File: config.mk
export PLATFORM = sky130hd
export DESIGN_NAME = stream_eot_sink
export DESIGN_NICKNAME = d
export VERILOG_FILES = /design/src/rtl/stream_eot_sink.sv
export SDC_FILE = /design/constraint.sdc
export NUM_CORES = 1
export LEC_CHECK = 0
export ABC_AREA = 1
export BUFFER_PORTS_ARGS = -buffer_cell sky130_fd_sc_hd__buf_2
export CAP_MARGIN = 20
export CORE_UTILIZATION = 30
export DETAILED_ROUTE_END_ITERATION = 10
export GPL_TIMING_DRIVEN = 0
export SYNTH_ARGS = -nofsm -noshare
export SYNTH_HDL_FRONTEND = slang
export SYNTH_SLANG_ARGS = --single-unit
File: constraint.sdc
create_clock -name ap_clk -period 2.1 [get_ports ap_clk]
set_input_delay 0.105 -clock ap_clk [delete_from_list [all_inputs] [get_ports ap_clk]]
set_output_delay 0.105 -clock ap_clk [all_outputs]
set_load 0.01 [all_outputs]
File: src/rtl/stream_eot_sink.sv
// stream_eot_sink: drains a 33-bit EoT-terminated stream, counting payload
// words and summing them mod 2^DATA_W, with ap_ctrl_hs-style start/done.
// Optional build macro STREAM_EOT_SINK_THROTTLE_EN adds an LFSR that
// randomly withholds reads to emulate a slow consumer.
module stream_eot_sink #(
  parameter int DATA_W = 32,
  parameter int CNT_W  = 64
) (
  input  logic              ap_clk,
  input  logic              ap_rst,
  input  logic              ap_start,
  output logic              ap_done,
  output logic              ap_idle,
  output logic              ap_ready,
  input  logic [DATA_W:0]   in_s_dout,
  input  logic              in_s_empty_n,
  output logic              in_s_read,
  input  logic [CNT_W-1:0]  n,
  output logic [CNT_W-1:0]  count,
  output logic [DATA_W-1:0] checksum,
  output logic              mismatch
);

  typedef enum logic [1:0] {
    IDLE = 2'd0,
    RUN  = 2'd1,
    DONE = 2'd2
  } state_t;

  state_t            state;
  state_t            state_next;
  logic [CNT_W-1:0]  n_latched;
  logic              start_run;
  logic              eot;
  logic              read_enable;

  assign start_run = (state == IDLE) && ap_start;
  assign eot       = in_s_dout[DATA_W];

`ifdef STREAM_EOT_SINK_THROTTLE_EN
  localparam logic [15:0] LFSR_SEED = 16'hACE1;

  logic [15:0] lfsr;
  logic        lfsr_fb;

  // Fibonacci feedback for taps 16,14,13,11
  assign lfsr_fb     = lfsr[15] ^ lfsr[13] ^ lfsr[12] ^ lfsr[10];
  assign read_enable = lfsr[0];

  // Throttle LFSR: reseeded on reset and start, steps on every RUN cycle
  always_ff @(posedge ap_clk) begin
    if (ap_rst) begin
      lfsr <= LFSR_SEED;
    end else if (start_run) begin
      lfsr <= LFSR_SEED;
    end else if (state == RUN) begin
      lfsr <= {lfsr[14:0], lfsr_fb};
    end
  end
`else
  assign read_enable = 1'b1;
`endif

  // State register
  always_ff @(posedge ap_clk) begin
    if (ap_rst) begin
      state <= IDLE;
    end else begin
      state <= state_next;
    end
  end

  // Next-state and handshake outputs; reset masks the stream read
  always_comb begin
    state_next = state;
    ap_idle    = 1'b0;
    ap_done    = 1'b0;
    ap_ready   = 1'b0;
    in_s_read  = 1'b0;
    case (state)
      IDLE: begin
        ap_idle = 1'b1;
        if (ap_start) begin
          state_next = RUN;
        end
      end
      RUN: begin
        in_s_read = in_s_empty_n && read_enable;
        if (in_s_read && eot) begin
          state_next = DONE;
        end
      end
      DONE: begin
        ap_done    = 1'b1;
        ap_ready   = 1'b1;
        state_next = IDLE;
      end
      default: begin
        state_next = IDLE;
      end
    endcase
    if (ap_rst) begin
      in_s_read = 1'b0;
    end
  end

  // Run statistics: cleared on start, updated on each consumed word,
  // mismatch resolved when the close token is consumed
  always_ff @(posedge ap_clk) begin
    if (ap_rst) begin
      count     <= '0;
      checksum  <= '0;
      mismatch  <= 1'b0;
      n_latched <= '0;
    end else if (start_run) begin
      count     <= '0;
      checksum  <= '0;
      mismatch  <= 1'b0;
      n_latched <= n;
    end else if (in_s_read) begin
      if (!eot) begin
        count    <= count + CNT_W'(1);
        checksum <= checksum + in_s_dout[DATA_W-1:0];
      end else begin
        mismatch <= (count != n_latched);
      end
    end
  end

endmodule

After elaboration in Yosys (flattened, before gate mapping)
Cells that the tools add are included.

Flip-flop bits (word level): 163. Input port bits: 101. Output and inout bits: 101. Logic and storage cells: 27.

$add $sub $neg: 2. Equal/unequal tests: 5. Muxes and demuxes: 7. Bitwise operators: 1. Reductions and logical operators: 7.

Operators by type and width (count): adder 64 x 1 -> 64 bit (second input constant) (1); inequality test 64 bit (1); adder 32 bit (1); AND reduction 2 bit (3); two-way mux 1 bit (4); two-way mux 2 bit (2); inequality test 2 bit (second input constant) (2); one-hot mux 2 bit (2 select lines) (1); == test 2 x 1 -> 1 bit (second input constant) (1); == test 2 bit (second input constant) (1); logical AND 1 bit (2); zero test 2 bit (1); OR reduction 2 bit (1); NOT 1 bit (1).

Logic depth before layout (Yosys ltp)
Gate-level depths: netlist of run 1.

Word-level depth: 4. Gate-level depth with buffers: 14. Gate-level depth less buffers: 14.

Least setup slack after synthesis of run 1
OpenSTA, ideal clock, no wires.

Path kind: flip-flop to flip-flop. Start: reg checksum[0]. End: reg checksum[16]. Library setup time: 109 ps. Data arrival time: 1781 ps. Required time: 1991 ps. Setup slack: 210 ps. Stages on the path, launching flop included: 15. Path buffers: 0. Clock period less this slack: 1890 ps. Cells stage by stage: dfxtp_1 > ha_1 > inv_1 > fa_1 > inv_1 > nand3_1 > nand3_1 > nand2_1 > nand2_1 > nand2_1 > nand2_1 > xnor2_1 > nand2_1 > nand2_1 > inv_1.

Word-level cells in the longest chain between the ends: 1.

RTL lines: start, declared (line 20) `output logic [DATA_W-1:0] checksum,`; start signal, assigned (line 123) `checksum <= checksum + in_s_dout[DATA_W-1:0];`; adder 32 bit (line 123).

Every way passes these cells. A chain may end at the register's enable or synchronous reset.

Worst setup path in the final report of run 1
Start: reg count[50]. End: reg mismatch.

Word-level cells in the longest chain between the ends: 1.

RTL lines: start, declared (line 19) `output logic [CNT_W-1:0] count,`; start signal, assigned (line 122) `count <= count + CNT_W'(1);`; inequality test 64 bit (line 125) `mismatch <= (count != n_latched);`; end signal, assigned (line 125); end, declared (line 21) `output logic mismatch`.

Every way passes these cells.

==> qor.yml, run 1 <==
place:
  post-place-cells: 2412
  pre_cts_slack_ns: -0.298
  hpwl_um: 32300
  port_buffers: 201
  routabilityCongestion: 0.933
worst_setup_path:
  r2r_cells: 8
  crit_fanout: 6
  cp.depth: 8
  path_cells: "xnor2_1, nand2_1, nor3_1, nand2_1, nor2_1, nand3_1, nor2_1, nor2_1"
  cp_data_arrival_time_ns: 2.43
  crit_top_cell: "nor2_1"
  critPathLaunch: "count[50]$_SDFFE_PP0P_"
  end_kind: "flop"
  critPathTopFamily: "simple AND/OR/NAND/NOR gates"
  startpoint_type: "flop"
  r2r_start: "count[50]$_SDFFE_PP0P_"
  regToRegEndpoint: "mismatch$_SDFFE_PP0P_"
  r2r_slack_ns: 0.04
  required_ns: 2.46
  crit_end: "mismatch$_SDFFE_PP0P_"
  crit_slowest_cell: "xnor2_1"
  cp_slowest_stage_delay_ns: 0.46
  crit_type: "flop to flop"
  path_buf_inv: 0
global_route:
  gr-usage-all-layers_pct: 22.3
  grt_start_max_net_pins: 20
  antenna_found_initial: 0
  gr-total-overflow: 0
  grt_pass1_wl_um: 61600
  grt_pass1_vias: 11200
route:
  via_per_inst: 4.75
  first_pass_iters: 6
  drcViolationCount: 0
  routed_wl_um: 40700
  num_vias: 11900
  ant_nets: 0
  drtIter0Drc: 808
  routedWlPerCell_um: 16.2
logic_synthesis:
  synth_xor_xnor_area_share_pct: 6.67
  synthArstFlopShare_pct: 0
  synthCells: 1750
  synth_seq_cells: 163
  ys_types: 42
  synth_top_family_by_area: "simple AND/OR/NAND/NOR gates"
  synth_flop_cell: "dfxtp_1"
  ys_warn_count: 0
  synth_compound_area_share_pct: 11.1
  syn_nets: 1884
  synth-edff-count: 0
  syn_area_mm2: 0.0108
  synth-simple-area-share_pct: 37.4
  synth_top_area_cell: "dfxtp_1"
  synth.avg_cell_area_um2: 6.15
  yosysSeqAreaShare_pct: 30.3
  synth.area.top_cells: "dfxtp_1 30%, nand2_1 17%, nor2_1 9.5%, inv_1 8.6%, o21ai_0 4.5%"
  post_synth_fa_ha_maj_area_fraction_pct: 3.91
  synth.area.mux_share_pct: 0
  synth_top_area_share_pct: 30.3
cts:
  cts_setup_buffers: 0
  cts_buffer_depth: 2
  cts_sinks: 163
  clk_pin_slew_ns: 0.09
  cts_tree: "yes"
  cts_buffers: 17
  clk-insertion-delay-late_ns: 0.46
  cts.htree.levels: 4
  root_buffer: "clkbuf_16"
min_path:
  min_path_type: "input pin to flop"
final_layout:
  drive_above_1_share_pct: 16.0
  area_delta_synth_final_pct: 28.3
  fillCellCount: 3878
  stdcell_count: 2512
  fin_nets: 2171
  final_core_util_pct: 39.0
timing:
  clock.fmax_mhz: 484
  drv_slew: 0
  relSlewSlack_pct: 50.3
  worst_slack_ns: 0.0355
  min_period_over_period_pct: 98.3
  rsz0062_at_grt: "no"
  hold-worst-slack_ns: 0.0255
  fin_skew_ns: 0.0166
  period_minus_slack_ns: 2.06
  hold_violations: 0
  setup-violations-final: 0
  tightest_slew_ns: 0.746
outcome:
  outcome: "finished clean"
floorplanning:
  die_y_um: 191
  die_area_mm2: 0.0366
  start_util_pct: 30.4
  ios: 202
  fp-row-count: 69
  core_area_mm2: 0.0354
  chipWidth_um: 191
power_and_ir_drop:
  powerDensity_mw_per_mm2: 547
  vdd_drop_max_uv: 550
  leakagePower_nw: 6.50
flow_run:
  timing.max_cap.violations: 0
[worst min path at each step]
stage | cells past startpoint | from | end
2_1_floorplan | 1 | ap_rst | state[0]$_SDFFE_PP0P_
3_3_place_gp | 2 | ap_rst | state[0]$_SDFFE_PP0P_
3_5_place_dp | 2 | ap_rst | state[0]$_SDFFE_PP0P_
4_1_cts | 3 | in_s_empty_n | state[1]$_SDFFE_PP0P_
5_1_grt | 3 | in_s_empty_n | state[1]$_SDFFE_PP0P_
6_report | 3 | in_s_empty_n | state[1]$_SDFFE_PP0P_
[report_power, final]
group | total (mW) | internal (mW) | switching [mW]
registers | 3.29 | 3.21 | 0.0822
logic | 1.00 | 0.419 | 0.582
clock network | 3.27 | 1.62 | 1.65
total | 7.56 | 5.25 | 2.31
[per-stage QoR]
step / total power, mW / setup TNS (ns) / area (um2)
2_1_floorplan: 3.91 / 0 / 10800
3_3_place_gp: 4.23 / -3.99 / 12300
3_5_place_dp: 4.25 / -4.40 / 12300
4_1_cts: 7.61 / 0 / 13700
5_1_grt: 7.87 / 0 / 13800
6_report: 7.56 / 0 / 13800
[registers in the layout, summed over array words and instances, names as in the netlist]
name and count:
mismatch 1, state 2, checksum 32, n_latched 64, count 64
[synth_stat cells (12+ instances only)]
master    number
clkbuf_1      34
ha_1          32
dfxtp_1      163
nand2_1      489
a21oi_1       81
nand3_1       82
nor2_1       273
o21bai_1      12
o21a_1        16
nand4_1       27
inv_1        246
xor2_1        34
o21ai_0       97
xnor2_1       48
nor3_1        28
[metal layers]
| layer | share of wire (%) | global-route usage, % | vias to the layer above |
|---|---|---|---|
| met2 | 47 | 38.4 | 410 |
| met1 | 44 | 28.3 | 5418 |
| met5 | 0 | 0 | - |
| li1 | - | - | 6050 |
| met4 | 2.7 | 7.23 | 0 |
| met3 | 6.4 | 3.58 | 53 |
[layout by cell type, fill, tap and decap left out, types with 10 or more instances in the layout]
cell type,netlist,layout
o21bai_1,12,12
dfxtp_2,0,12
nand4_1,27,27
o21ai_0,97,97
nor2_2,8,11
dfxtp_1,163,149
buf_2,9,207
nand2_2,6,10
clkbuf_1,34,29
nor3_1,28,25
nand2_1,489,485
nor2_4,8,11
o21a_1,16,16
clkbuf_16,0,17
nand3_1,82,77
ha_1,32,29
a21oi_1,81,80
dlygate4sd3_1,0,67
inv_1,246,245
nor2_1,273,267
xnor2_1,48,48
xor2_1,34,34
[worst register-to-register path: stages (launching register included)]
cell	delay (ns)
dfxtp_1	0.41
xnor2_1	0.47
nand2_1	0.10
nor3_1	0.43
nand2_1	0.10
nor2_1	0.20
nand3_1	0.11
nor2_1	0.11
nor2_1	0.05
[layout make-up]
cell class	count	area [um2]	area share, %
antenna	1	2.50	0.0181
buffer	47	210	1.52
clock buffer	17	425	3.08
clock inverter	15	190	1.38
inverter	252	946	6.85
multi-input combinational	1288	6500	47.0
sequential	163	3290	23.8
tap	461	577	4.18
timing repair buffer	268	1680	12.1
[kinds of logic (layout without fill, tap and decap cells)]
family,after synthesis,count (layout)
AND/OR/NAND/NOR,953,953
buffers and inverters,299,599
AO/OA/AOI/OAI,220,220
flip-flops,163,163
XOR/XNOR,82,82
adder cells (fa/ha/maj),33,33
other,0,1
[repair_timing]
action                                  4_1_cts  5_1_grt
hold buffers                                 67        0
endpoints found under the setup margin       61       38
gates cloned                                  0        0
hold endpoints to repair                     66        0
gates resized for setup                      21       40
(Power assumes the default switching activity.)
==> inputs of run 2 (changes only) <==
GPL_TIMING_DRIVEN = unset   (was 0)
==> run 2 against run 1 <==
Flip-flop and latch count unchanged. Count of clock-buffer cells in the layout unchanged. Clock power increased by 2%. Sequential power about the same. Total power increased by 0.84%. Critical path depth increased by 3. Clock skew decreased by 0.00065 ns. Combinational power about the same. Critical endpoint is now checksum[29]$_SDFFE_PP0P_.
==> qor.yml, run 2 (synthesized netlist as in run 1, its figures left out) <==
final_layout:
  final_core_util_pct: 40.0  # +1.0 points
  stdcell_count: 2552  # +1.6%
  fillCellCount: 3850  # -0.72%
  layout_commonest_cell: "nand2_1"
  reg_top3: "count x64, n_latched x64, checksum x32"
  drive_above_1_share_pct: 17.7  # +1.7 points
  fin_nets: 2212  # +1.9%
  antenna_cells: 0  # -1
  area_delta_synth_final_pct: 31.7
  final_cell_mix: "487 x nand2_1, 273 x nor2_1, 245 x inv_1, 201 x buf_2, 161 x dfxtp_1"
timing:
  rsz0062_at_grt: "yes"
  hold_violations: 0  # unchanged
  setup_tns_ns: 0  # unchanged
  fin_skew_ns: 0.0159  # -0.000652 ns
  period_minus_slack_ns: 1.96  # -0.106 ns
  tightest_slew_ns: 0.512  # -0.234 ns
  relSlewSlack_pct: 65.9  # +16 points
  setup-violations-final: 0  # unchanged
  worst_slack_ns: 0.141  # +0.106 ns
  drv_slew: 0  # unchanged
  clock.fmax_mhz: 511  # +5.4%
  min_period_over_period_pct: 93.3  # -5.0 points
place:
  port_buffers: 201  # unchanged
  pre_cts_slack_ns: 0.0673  # +0.366 ns
  routabilityCongestion: 0.942  # +0.96%
  hpwl_um: 31700  # -2.0%
  post-place-cells: 2452  # +1.7%
global_route:
  grt_start_max_net_pins: 80  # +300%
  grt_pass1_wl_um: 62100  # +0.77%
  gr-total-overflow: 0  # unchanged
  grt_pass1_vias: 11500  # +3.2%
  antenna_found_initial: 0  # unchanged
  gr-usage-all-layers_pct: 22.4  # about the same
route:
  drcViolationCount: 0  # unchanged
  routedWlPerCell_um: 15.9  # -1.7%
  first_pass_iters: 5  # -1
  num_vias: 12100  # +1.8%
  via_per_inst: 4.76  # +0.17%
  drtIter0Drc: 746  # -7.7%
  ant_nets: 0  # unchanged
  routed_wl_um: 40600  # -0.15%
cts:
  cts.htree.levels: 4  # unchanged
  cts_sinks: 163  # unchanged
  cts_tree: "yes"
  cts_setup_buffers: 0  # unchanged
  clk-insertion-delay-late_ns: 0.46  # about the same
  root_buffer: "clkbuf_16"
  cts_buffer_depth: 2  # unchanged
  clk_pin_slew_ns: 0.08  # about the same
  cts_buffers: 17  # unchanged
power_and_ir_drop:
  vdd_drop_max_uv: 628  # +14%
  powerDensity_mw_per_mm2: 538  # -1.8%
  leakagePower_nw: 6.83  # +5.1%
  p_total_mw: 7.62  # +0.84%
worst_setup_path:
  crit_type: "flop to flop"
  end_kind: "flop"
  crit_fanout: 5  # -1
  cp_data_arrival_time_ns: 2.32  # -0.11 ns
  required_ns: 2.46  # about the same
  startpoint_type: "flop"
floorplanning:
  chipWidth_um: 191  # unchanged
  start_util_pct: 30.4  # unchanged
  die_y_um: 191  # unchanged
  die_area_mm2: 0.0366  # unchanged
  fp-row-count: 69  # unchanged
  ios: 202  # unchanged
  core_area_mm2: 0.0354  # unchanged
flow_run:
  timing.max_cap.violations: 0  # unchanged
min_path:
  min_path_type: "input pin to flop"
outcome:
  outcome: "finished clean"
## run 2: stage by stage
| step | cell area [um2] | hold WS, ns |
|---|---|---|
| 2_1_floorplan | 10800 | 0.174 |
| 3_3_place_gp | 12800 | 0.335 |
| 4_1_cts | 14100 | 0.0306 |
| 6_report | 14200 | 0.0423 |
| 3_5_place_dp | 12800 | 0.330 |
| 5_1_grt | 14200 | 0.0891 |
## run 2: worst paths after layout
kind	startpoint	end	slack (ns)	depth (start not counted)
worst min register to register	n_latched[45]$_SDFFE_PP0P_	n_latched[45]$_SDFFE_PP0P_	0.47	2
worst max-delay path	checksum[12]$_SDFFE_PP0P_	checksum[29]$_SDFFE_PP0P_	0.14	11
worst max register to register	checksum[12]$_SDFFE_PP0P_	checksum[29]$_SDFFE_PP0P_	0.14	11
worst min-delay path	in_s_dout[31]	checksum[31]$_SDFFE_PP0P_	0.04	6
## run 2: worst max-delay path, stage by stage (launching register included)
cell,delay (ns)
dfxtp_1,0.33
ha_1,0.36
nand2_1,0.11
nor2_1,0.22
and2_1,0.16
nand2_1,0.05
nand2_1,0.20
nand2_1,0.14
nand3_1,0.10
nand3_1,0.08
nand2_1,0.08
inv_1,0.03
## run 2: timing repair
action / in CTS / in global routing
endpoints found under the setup margin: 0 / 22
hold buffers: 68 / 0
endpoints found under the hold margin: 67 / 0
gates resized for setup: 0 / 11
## run 2: final cells by class
class                           count  area [um2]  area share, %
Multi-Input combinational cell   1288        6400           45.1
Sequential cell                   163        3270           23.0
Timing Repair Buffer              356        2380           16.8
Inverter                          252         946           6.67
Tap cell                          461         577           4.07
Clock buffer                       17         425           3.00
Clock inverter                     15         189           1.33
## run 2: power breakdown
part | total [mW] | internal [mW] | switching (mW)
clock | 3.35 | 1.72 | 1.64
combinational | 0.982 | 0.425 | 0.557
sequential | 3.29 | 3.21 | 0.0783
## run 2: routing by layer
layer | global-route usage (%) | vias to the layer above | share of wire [%]
met2 | 37.1 | 420 | 46
li1 | - | 6142 | -
met5 | 0 | - | 0
met1 | 28.8 | 5520 | 45
met4 | 8.91 | 0 | 3.2
met3 | 3.41 | 59 | 5.8
==> inputs of run 3 (changes only) <==
--- a/config.mk
+++ b/config.mk
@@ -9,5 +9,5 @@
 export BUFFER_PORTS_ARGS = -buffer_cell sky130_fd_sc_hd__buf_2
 export CAP_MARGIN = 20
-export CORE_UTILIZATION = 30
+export CORE_UTILIZATION = 35
 export DETAILED_ROUTE_END_ITERATION = 10
 export SYNTH_ARGS = -nofsm -noshare
==> constraint.sdc (replaced) <==
create_clock -name ap_clk -period 2.1 [get_ports ap_clk]
set_input_delay 0.42 -clock ap_clk [delete_from_list [all_inputs] [get_ports ap_clk]]
set_output_delay 0.42 -clock ap_clk [all_outputs]
set_load 0.01 [all_outputs]
==> run 3 against run 2 <==
Core utilization rose by 5.0 points. Critical path depth is 1 lower. Total power is 3.8% lower. Fmax up 2.1%. Wire length shrank 7.0%. Global-route usage grew 2.1 points. First-iteration DRC count rose by 5.5%. Register-to-register slack better by 0.04 ns. Combinational power shrank 10%. Count of clock-buffer cells in the layout unchanged. Worst setup slack gained 0.040 ns. Flip-flop and latch count unchanged. Largest cell class unchanged.
==> qor.yml, run 3 (synthesized netlist as in run 1, its figures left out) <==
worst_setup_path:
  critPathTopFamily: "simple AND/OR/NAND/NOR gates"
  startpoint_type: "flop"
  crit_fanout: 7  # +2
  path_cells: "nand2_1, nor2_4, nand2_2, nor2_4, nand3_2, nor3_4, nand3_1, nand2_1, nand2_1, nor2_1"
  crit_top_cell: "nand2_1"
  crit_slowest_cell: "dfxtp_1"
  crit_type: "flop to flop"
  cp_slowest_stage_delay_ns: 0.50  # +0.14 ns
  cp_data_arrival_time_ns: 2.31  # about the same
  path_buf_inv: 0  # -1
  required_ns: 2.49  # +0.03 ns
  end_kind: "flop"
timing:
  relSlewSlack_pct: 62.8  # -3.0 points
  fin_skew_ns: 0.0167  # +0.000789 ns
  min_period_over_period_pct: 91.4  # -1.9 points
  setup_tns_ns: 0  # unchanged
  period_minus_slack_ns: 1.92  # -0.0402 ns
  drv_slew: 0  # unchanged
  worst_slack_ns: 0.182  # +0.0402 ns
  clock.fmax_mhz: 521  # +2.1%
  hold_violations: 0  # unchanged
  setup-violations-final: 0  # unchanged
  tightest_slew_ns: 0.557  # +0.0450 ns
final_layout:
  final_cell_area_mm2: 0.0135  # -4.9%
  area_delta_synth_final_pct: 25.3
  reg_top3: "count x64, n_latched x64, checksum x32"
  fillCellCount: 3256  # -15%
  fin_nets: 2159  # -2.4%
  antenna_cells: 0  # unchanged
  final_cell_mix: "486 x nand2_1, 273 x nor2_1, 246 x inv_1, 201 x buf_2, 161 x dfxtp_1"
  layout_commonest_cell: "nand2_1"
  drive_above_1_share_pct: 18.7  # +1.0 points
  stdcell_count: 2428  # -4.9%
cts:
  cts.htree.levels: 4  # unchanged
  cts_sinks: 163  # unchanged
  root_buffer: "clkbuf_16"
  cts_tree: "yes"
  clk_pin_slew_ns: 0.07  # about the same
  cts_buffers: 17  # unchanged
  cts_buffer_depth: 2  # unchanged
  cts_setup_buffers: 0  # unchanged
  clk-insertion-delay-late_ns: 0.46  # about the same
global_route:
  gr-total-overflow: 0  # unchanged
  grt_start_max_net_pins: 80  # unchanged
  gr-usage-all-layers_pct: 24.5  # +2.1 points
  grt_pass1_wl_um: 58600  # -5.6%
  antenna_found_initial: 1  # +1
  grt_pass1_vias: 10800  # -6.2%
floorplanning:
  ios: 202  # unchanged
  die_area_mm2: 0.0315  # -14%
  core_area_mm2: 0.0300  # -15%
  start_util_pct: 35.9  # +5.5 points
  chipWidth_um: 177  # -7.3%
  fp-row-count: 63  # -8.7%
  die_y_um: 177  # -7.3%
place:
  port_buffers: 201  # unchanged
  post-place-cells: 2396  # -2.3%
  hpwl_um: 30200  # -4.7%
  pre_cts_slack_ns: -0.0267  # -0.0939 ns
  placed_area_mm2: 0.0129  # +0.24%
  routabilityCongestion: 0.948  # +0.59%
route:
  drtIter0Drc: 787  # +5.5%
  routedWlPerCell_um: 15.6  # -2.3%
  routed_wl_um: 37800  # -7.0%
  num_vias: 11700  # -3.6%
  via_per_inst: 4.82  # +1.3%
  first_pass_iters: 5  # unchanged
  drcViolationCount: 0  # unchanged
  ant_nets: 0  # unchanged
power_and_ir_drop:
  powerDensity_mw_per_mm2: 544  # +1.2%
  leakagePower_nw: 6.60  # -3.3%
  vdd_drop_max_uv: 546  # -13%
flow_run:
  timing.max_cap.violations: 0  # unchanged
outcome:
  outcome: "finished clean"
min_path:
  min_path_type: "input pin to flop"
[run 3: final timing paths]
kind | startpoint | endpoint | slack [ns] | cells past startpoint
max | count[2]$_SDFFE_PP0P_ | count[39]$_SDFFE_PP0P_ | 0.18 | 10
min | ap_rst | state[0]$_SDFFE_PP0P_ | 0.16 | 2
max reg2reg | count[2]$_SDFFE_PP0P_ | count[39]$_SDFFE_PP0P_ | 0.18 | 10
min reg2reg | n_latched[21]$_SDFFE_PP0P_ | n_latched[21]$_SDFFE_PP0P_ | 0.48 | 2
[run 3: layer usage]
layer	GRT usage (%)	wire length, um
met5	0	13
met2	38.5	16600
met3	4.43	2330
met1	32.9	17500
met4	9.90	1330
[run 3: metrics by stage]
step / util [%] / total power [mW] / hold WS (ns)
3_3_place_gp: 43.0 / 4.22 / 0.459
5_1_grt: 45.0 / 7.66 / 0.151
4_1_cts: 44.9 / 7.42 / 0.143
3_5_place_dp: 43.0 / 4.24 / 0.465
2_1_floorplan: - / 3.91 / 0.436
6_report: 45.0 / 7.33 / 0.161
[run 3: cell type report]
cell class | count | area, um2 | area share [%]
clock inverter | 15 | 160 | 1.19
tap | 390 | 488 | 3.62
multi-input combinational | 1288 | 6380 | 47.3
timing repair buffer | 303 | 1820 | 13.5
sequential | 163 | 3270 | 24.2
inverter | 252 | 946 | 7.02
clock buffer | 17 | 425 | 3.16
[run 3: repair_timing]
action / 4_1_cts / 5_1_grt
hold buffers: 0 / 0
setup endpoints to repair: 0 / 12
resized for setup: 0 / 7
[run 3: report_power, final]
part           leakage, nW  internal [mW]  switching (mW)  total [mW]
Sequential            1.33           3.21          0.0778        3.29
Combinational         4.98          0.348           0.533       0.880
Clock                0.291           1.60            1.57        3.17
Total                 6.60           5.16            2.18        7.33
